## src/rtl/memory_port_arbiter_pkg.sv

```systemverilog
// Shared definitions for the unified-memory port arbiter: opcodes, FSM encoding,
// requester IDs and the read-latency legality check.
package memory_port_arbiter_pkg;

    localparam logic [3:0] STORE      = 4'b1100;
    localparam logic [3:0] COPY_INPUT = 4'b1111;

    typedef enum logic [1:0] {
        ST_IDLE  = 2'd0,
        ST_ISSUE = 2'd1,
        ST_WAIT  = 2'd2,
        ST_RESP  = 2'd3
    } arb_state_e;

    typedef enum logic {
        REQ_FETCH = 1'b0,
        REQ_MEM   = 1'b1
    } req_id_e;

    // The wait counter needs at least one cycle between enable and read data.
    function automatic bit latency_ok(input int unsigned lat);
        return lat >= 1;
    endfunction

endpackage

```

## src/rtl/memory_port_arbiter_arb_grant_select.sv

```systemverilog
// Winner selection between fetch and memory-access requests; the memory stage
// wins ties unless the starvation flag hands the tie to fetch.
module arb_grant_select
    import memory_port_arbiter_pkg::*;
(
    input  logic    fetch_req,
    input  logic    mem_req,
    input  logic    starve,
    output logic    grant_valid_c,
    output req_id_e grant_id_c
);

    always_comb begin
        grant_valid_c = fetch_req | mem_req;
        grant_id_c    = REQ_MEM;
        if (fetch_req && (!mem_req || starve)) begin
            grant_id_c = REQ_FETCH;
        end
    end

endmodule

```

## src/rtl/memory_port_arbiter.sv

```systemverilog
// Single-port memory arbiter for the fetch and memory-access stages.
// Optional fetch starvation guard enabled by defining MEM_ARB_STARVE_GUARD_EN.
module memory_port_arbiter
    import memory_port_arbiter_pkg::*;
#(
    parameter int unsigned ADDR_WIDTH = 16,
    parameter int unsigned DATA_WIDTH = 20,
    parameter int unsigned LATENCY    = 2
`ifdef MEM_ARB_STARVE_GUARD_EN
    ,
    parameter int unsigned STARVE_LIMIT = 4
`endif
) (
    input  logic                  clock,
    input  logic                  reset,
    input  logic                  fetchReq_In,
    input  logic [ADDR_WIDTH-1:0] fetchAddr_In,
    input  logic                  memReq_In,
    input  logic                  memWrite_In,
    input  logic [ADDR_WIDTH-1:0] memAddr_In,
    input  logic [DATA_WIDTH-1:0] memData_In,
    input  logic [DATA_WIDTH-1:0] memRdata_In,
    output logic                  memEnable_Out,
    output logic                  memWe_Out,
    output logic [ADDR_WIDTH-1:0] memAddr_Out,
    output logic [DATA_WIDTH-1:0] memWdata_Out,
    output logic                  fetchDone_Out,
    output logic                  memDone_Out,
    output logic [DATA_WIDTH-1:0] rdata_Out,
    output logic                  fetchStall_Out,
    output logic                  memStall_Out
);

    localparam int unsigned CNT_W = (LATENCY > 1) ? $clog2(LATENCY) : 1;

    if (!latency_ok(LATENCY)) begin : g_latency_check
        $error("memory_port_arbiter: LATENCY must be 1 or more");
    end

    arb_state_e            state, state_d;
    logic [CNT_W-1:0]      wait_cnt, wait_cnt_d;
    req_id_e               owner, owner_d;
    logic                  enable_d, we_d, fetch_done_d, mem_done_d;
    logic [ADDR_WIDTH-1:0] addr_d;
    logic [DATA_WIDTH-1:0] wdata_d, rdata_d;
    logic                  starve;
    logic                  grant_valid;
    req_id_e               grant_id;

    arb_grant_select u_grant (
        .fetch_req     (fetchReq_In),
        .mem_req       (memReq_In),
        .starve        (starve),
        .grant_valid_c (grant_valid),
        .grant_id_c    (grant_id)
    );

`ifdef MEM_ARB_STARVE_GUARD_EN
    localparam int unsigned STARVE_W =
        ($clog2(STARVE_LIMIT + 1) > 3) ? $clog2(STARVE_LIMIT + 1) : 3;

    logic [STARVE_W-1:0] starve_cnt, starve_cnt_d;

    assign starve = (starve_cnt >= STARVE_W'(STARVE_LIMIT));

    // Counts ties lost by fetch; any fetch win resets the run.
    always_comb begin
        starve_cnt_d = starve_cnt;
        if (state == ST_IDLE && grant_valid) begin
            if (grant_id == REQ_FETCH) begin
                starve_cnt_d = '0;
            end else if (fetchReq_In) begin
                starve_cnt_d = starve_cnt + STARVE_W'(1);
            end
        end
    end

    always_ff @(posedge clock or negedge reset) begin
        if (!reset) begin
            starve_cnt <= '0;
        end else begin
            starve_cnt <= starve_cnt_d;
        end
    end
`else
    assign starve = 1'b0;
`endif

    // Next-state and next-output values; RESP never grants, so a request still
    // high during its done cycle is not serviced twice.
    always_comb begin
        state_d      = state;
        wait_cnt_d   = wait_cnt;
        owner_d      = owner;
        enable_d     = 1'b0;
        we_d         = 1'b0;
        fetch_done_d = 1'b0;
        mem_done_d   = 1'b0;
        addr_d       = memAddr_Out;
        wdata_d      = memWdata_Out;
        rdata_d      = rdata_Out;
        case (state)
            ST_IDLE: begin
                if (grant_valid) begin
                    owner_d  = grant_id;
                    enable_d = 1'b1;
                    state_d  = ST_ISSUE;
                    if (grant_id == REQ_MEM) begin
                        addr_d  = memAddr_In;
                        wdata_d = memData_In;
                        we_d    = memWrite_In;
                    end else begin
                        addr_d  = fetchAddr_In;
                    end
                end
            end
            ST_ISSUE: begin
                wait_cnt_d = CNT_W'(LATENCY - 1);
                state_d    = ST_WAIT;
            end
            ST_WAIT: begin
                if (wait_cnt == '0) begin
                    rdata_d      = memRdata_In;
                    fetch_done_d = (owner == REQ_FETCH);
                    mem_done_d   = (owner == REQ_MEM);
                    state_d      = ST_RESP;
                end else begin
                    wait_cnt_d   = wait_cnt - CNT_W'(1);
                end
            end
            ST_RESP: begin
                state_d = ST_IDLE;
            end
            default: begin
                state_d = ST_IDLE;
            end
        endcase
    end

    always_ff @(posedge clock or negedge reset) begin
        if (!reset) begin
            state         <= ST_IDLE;
            wait_cnt      <= '0;
            owner         <= REQ_FETCH;
            memEnable_Out <= 1'b0;
            memWe_Out     <= 1'b0;
            fetchDone_Out <= 1'b0;
            memDone_Out   <= 1'b0;
            memAddr_Out   <= '0;
            memWdata_Out  <= '0;
            rdata_Out     <= '0;
        end else begin
            state         <= state_d;
            wait_cnt      <= wait_cnt_d;
            owner         <= owner_d;
            memEnable_Out <= enable_d;
            memWe_Out     <= we_d;
            fetchDone_Out <= fetch_done_d;
            memDone_Out   <= mem_done_d;
            memAddr_Out   <= addr_d;
            memWdata_Out  <= wdata_d;
            rdata_Out     <= rdata_d;
        end
    end

    assign fetchStall_Out = fetchReq_In & ~fetchDone_Out;
    assign memStall_Out   = memReq_In & ~memDone_Out;

endmodule

```

## config.mk

```make
export PLATFORM = sky130hd
export DESIGN_NAME = memory_port_arbiter
export DESIGN_NICKNAME = d
export VERILOG_FILES = /design/src/rtl/memory_port_arbiter_pkg.sv /design/src/rtl/memory_port_arbiter_arb_grant_select.sv /design/src/rtl/memory_port_arbiter.sv
export SDC_FILE = /design/constraint.sdc
export NUM_CORES = 1
export LEC_CHECK = 0
export BUFFER_PORTS_ARGS = -buffer_cell sky130_fd_sc_hd__buf_2
export CORE_UTILIZATION = 45
export CTS_CLUSTER_DIAMETER = 120
export DETAILED_ROUTE_END_ITERATION = 8
export HOLD_SLACK_MARGIN = 0.12
export PLACE_DENSITY = 0.79
export SLEW_MARGIN = 20
export SYNTH_ARGS = -nofsm -noshare
export SYNTH_HDL_FRONTEND = slang
export SYNTH_SLANG_ARGS = --single-unit
export TNS_END_PERCENT = 50
```

## constraint.sdc

```tcl
create_clock -name clock -period 2.25 [get_ports clock]
set_clock_uncertainty 0.05 [all_clocks]
set_input_delay 0.3375 -clock clock [delete_from_list [all_inputs] [get_ports clock]]
set_output_delay 0.3375 -clock clock [all_outputs]
set_load 0.01 [all_outputs]
```

==> impl_metrics.tcl <==
set metrics [dict create \
    outcome "finished, final reports clean" \
    drc 0 \
    hold_viol 0 \
    min_path_cells 3 \
    first_iter_violations 109 \
    dp_hpwl_mm 4.51 \
    grt_pass1_wl_mm 10.4 \
    row_count 27 \
    first_global_vias 2297 \
    drv_cap 0 \
    cts_buffer_depth 2 \
    start_util_pct 47.8 \
    cts.sinks 64 \
    fp.dieArea_um2 6350 \
    ys_types 23 \
    yosysWarnings 0 \
    clk_pin_slew_ns 0.07 \
    synth_top_area_cell "dfrtp_1" \
    finalSetupTns_ns 0 \
    critPathMaxStageDelay_ns 0.38 \
    synthCells 249 \
    wl_per_cell_um 13.4 \
    p_per_area_nw_per_um2 1460 \
    cp.arrival_ns 1.86 \
    power.leakage_nw 2.01 \
    synth_edf_count 0 \
    reg2reg_depth 5 \
    cts_buffers 9 \
    drtAntennaViolNets 0 \
    syn_area_um2 2710 \
    relSlewSlack_pct 56.0 \
    areaGrowthSynthToFinish_pct 36.5 \
    drv_slew 0 \
    synthSimpleGateAreaFrac_pct 13.7 \
    synth_seq_cells 64 \
    ys.flop_type "dfrtp_1" \
    yosysSeqAreaShare_pct 59.0 \
    rsz0062_at_grt "no" \
    worst_pin_slew_ns 0.659 \
    synth_top_family_by_area "simple AND/OR/NAND/NOR gates" \
    grt_max_degree 41 \
    pre_cts_ws_ns 0.532 \
    setup_slack_ns 0.552 \
    worstPathCellList "inv_1, ha_1, nor2b_2, buf_4, mux2_2" \
    vias_per_cell 5.00 \
    setup_violations 0 \
    critPathKind "flop to flop" \
    avgSynthCellArea_um2 10.9 \
    die_x_um 79.7 \
    worst_path_max_delay_cell "dfrtp_1" \
    netlist.area_leader.share_pct 59.0 \
    cts_tree "done" \
    io_pins 139 \
    synthXorXnorAreaFrac_pct 0 \
    async_reset_ff_share_pct 100 \
    yosysMostFrequentCell "nand2_1" \
    htreeDepth 3 \
    root_buffer "clkbuf_8" \
    drt_first_pass_iters 4 \
    min_path_type "primary input to flop" \
    drt_wl_total_mm 6.27 \
    synthAdderAreaFrac_pct 1.38 \
    grt_usage_pct 21.7 \
    grt_overflow 0 \
    drive_above_1_share_pct 45.6 \
    gp_congestion 0.714 \
    cp.required_ns 2.41 \
    coreArea_um2 5680 \
    peakVddDrop_uv 699 \
    fin_nets 470 \
    synthTopCellsByArea "dfrtp_1, nand2_1, mux2_2, a221o_1, o22ai_1" \
    yosys-top-cells-count "nand2_1, dfrtp_1, inv_1, mux2_2" \
    io_buffers 138 \
    startpoint_type "flop" \
    fmaxAchievable_ghz 0.589 \
    die_h_um 79.7 \
    critPathMaxFanout 22 \
    synth_nets 329 \
    period_share_pct 75.5 \
    diodes 0 \
    synthMuxAreaShare_pct 9.08 \
    synth_compound_gate_area_share_pct 10.4 \
    clk_latency_ns 0.33 \
    antenna_found_initial 0 \
    endpoint_kind "flop" \
    via_count 2337 \
    min_period_ns 1.70 \
]
==> area by class of cell <==
class | count | area, um2
Multi-Input combinational cell | 151 | 938
Clock inverter | 5 | 104
Fill cell | 473 | 1970
Inverter | 19 | 71.3
Timing Repair Buffer | 145 | 758
Clock buffer | 11 | 141
Sequential cell | 64 | 1600
Tap cell | 72 | 90.1
==> timing repair <==
action / CTS / global route
gates resized for setup: 0 / 0
setup buffers: 0 / 0
hold endpoints to repair: 24 / 0
hold buffers: 1 / 0
==> through the flow <==
| step | utilization (%) | instances | total power, mW | hold slack, ns | instance area [um2] |
|---|---|---|---|---|---|
| 2_1_floorplan | - | 249 | 3.42 | -0.00809 | 2710 |
| 6_report | 65.3 | 467 | 5.41 | 0.136 | 3700 |
| 3_3_place_gp | 60.8 | 450 | 4.14 | 0.311 | 3450 |
| 4_1_cts | 65.3 | 467 | 5.47 | 0.122 | 3700 |
| 3_5_place_dp | 60.8 | 450 | 4.25 | 0.316 | 3450 |
| 5_1_grt | 65.3 | 467 | 5.82 | 0.131 | 3700 |
==> per-layer routing <==
layer / vias up / part of all wire [%] / track usage [%]
li1: 1117 / - / -
met1: 1124 / 41 / 25.0
met2: 90 / 50 / 37.2
met3: 6 / 7.5 / 6.74
met4: 0 / 0.96 / 9.27
met5: - / 0 / 0
==> logic make-up (layout without fill, tap and decap cells) <==
family	Yosys count	after routing
muxes	22	22
buffers and inverters	34	180
DFF	64	64
AOI/OAI and AO/OA	34	34
adders and majority gates	3	3
and+or+nand+nor	92	92
==> sequential cells by signal, summed over array words and instances (netlist names) <==
| name | count |
|---|---|
| memWdata_Out | 20 |
| fetchDone_Out | 1 |
| memWe_Out | 1 |
| state | 2 |
| memEnable_Out | 1 |
| owner | 1 |
| memAddr_Out | 16 |
| rdata_Out | 20 |
| memDone_Out | 1 |
| wait_cnt | 1 |
==> worst paths after layout <==
path	from	to	slack, ns
min	memData_In[8]	memWdata_Out[8]$_DFFE_PN0P_	0.14
min in group asynchronous	reset	memWdata_Out[19]$_DFFE_PN0P_	0.50
min reg2reg	owner$_DFFE_PN0P_	fetchDone_Out$_DFF_PN0_	0.39
max in group asynchronous	reset	memAddr_Out[13]$_DFFE_PN0P_	1.02
max	state[0]$_DFFE_PN0P_	rdata_Out[19]$_DFFE_PN0P_	0.55
max reg2reg	state[0]$_DFFE_PN0P_	rdata_Out[19]$_DFFE_PN0P_	0.55
==> layout by cell type (no fill, tap or decap) <==
cell           count
clkinv_2           1
dlygate4sd3_1      1
buf_12             1
nand2_1           81
and2_1             2
mux2_1             3
mux2i_1            1
nor2_1             1
nor2_2             1
a22oi_2            1
a221o_1           16
nor2b_2            1
and3_1             1
clkbuf_8          10
ha_1               3
nand2b_1           1
dfrtp_1           64
a2bb2oi_1          1
buf_4              5
buf_2            138
clkinv_4           1
nor2b_1            4
inv_1             19
bufinv_16          3
mux2_2            18
clkbuf_1           1
o22ai_1           16
==> where the power goes <==
| group | leakage, nW | internal (mW) | switching [mW] |
|---|---|---|---|
| registers | 0.769 | 1.71 | 0.316 |
| logic | 1.11 | 1.06 | 1.13 |
| clock network | 0.124 | 0.767 | 0.430 |
==> critical path: cells and delay by family, from the launching register on <==
family | cells | cell delay (ns)
fa+ha+maj | 1 | 0.23
buf+inv | 2 | 0.38
flops | 1 | 0.38
mux | 1 | 0.37
simple gates | 1 | 0.16
(Power assumes the default switching activity.)
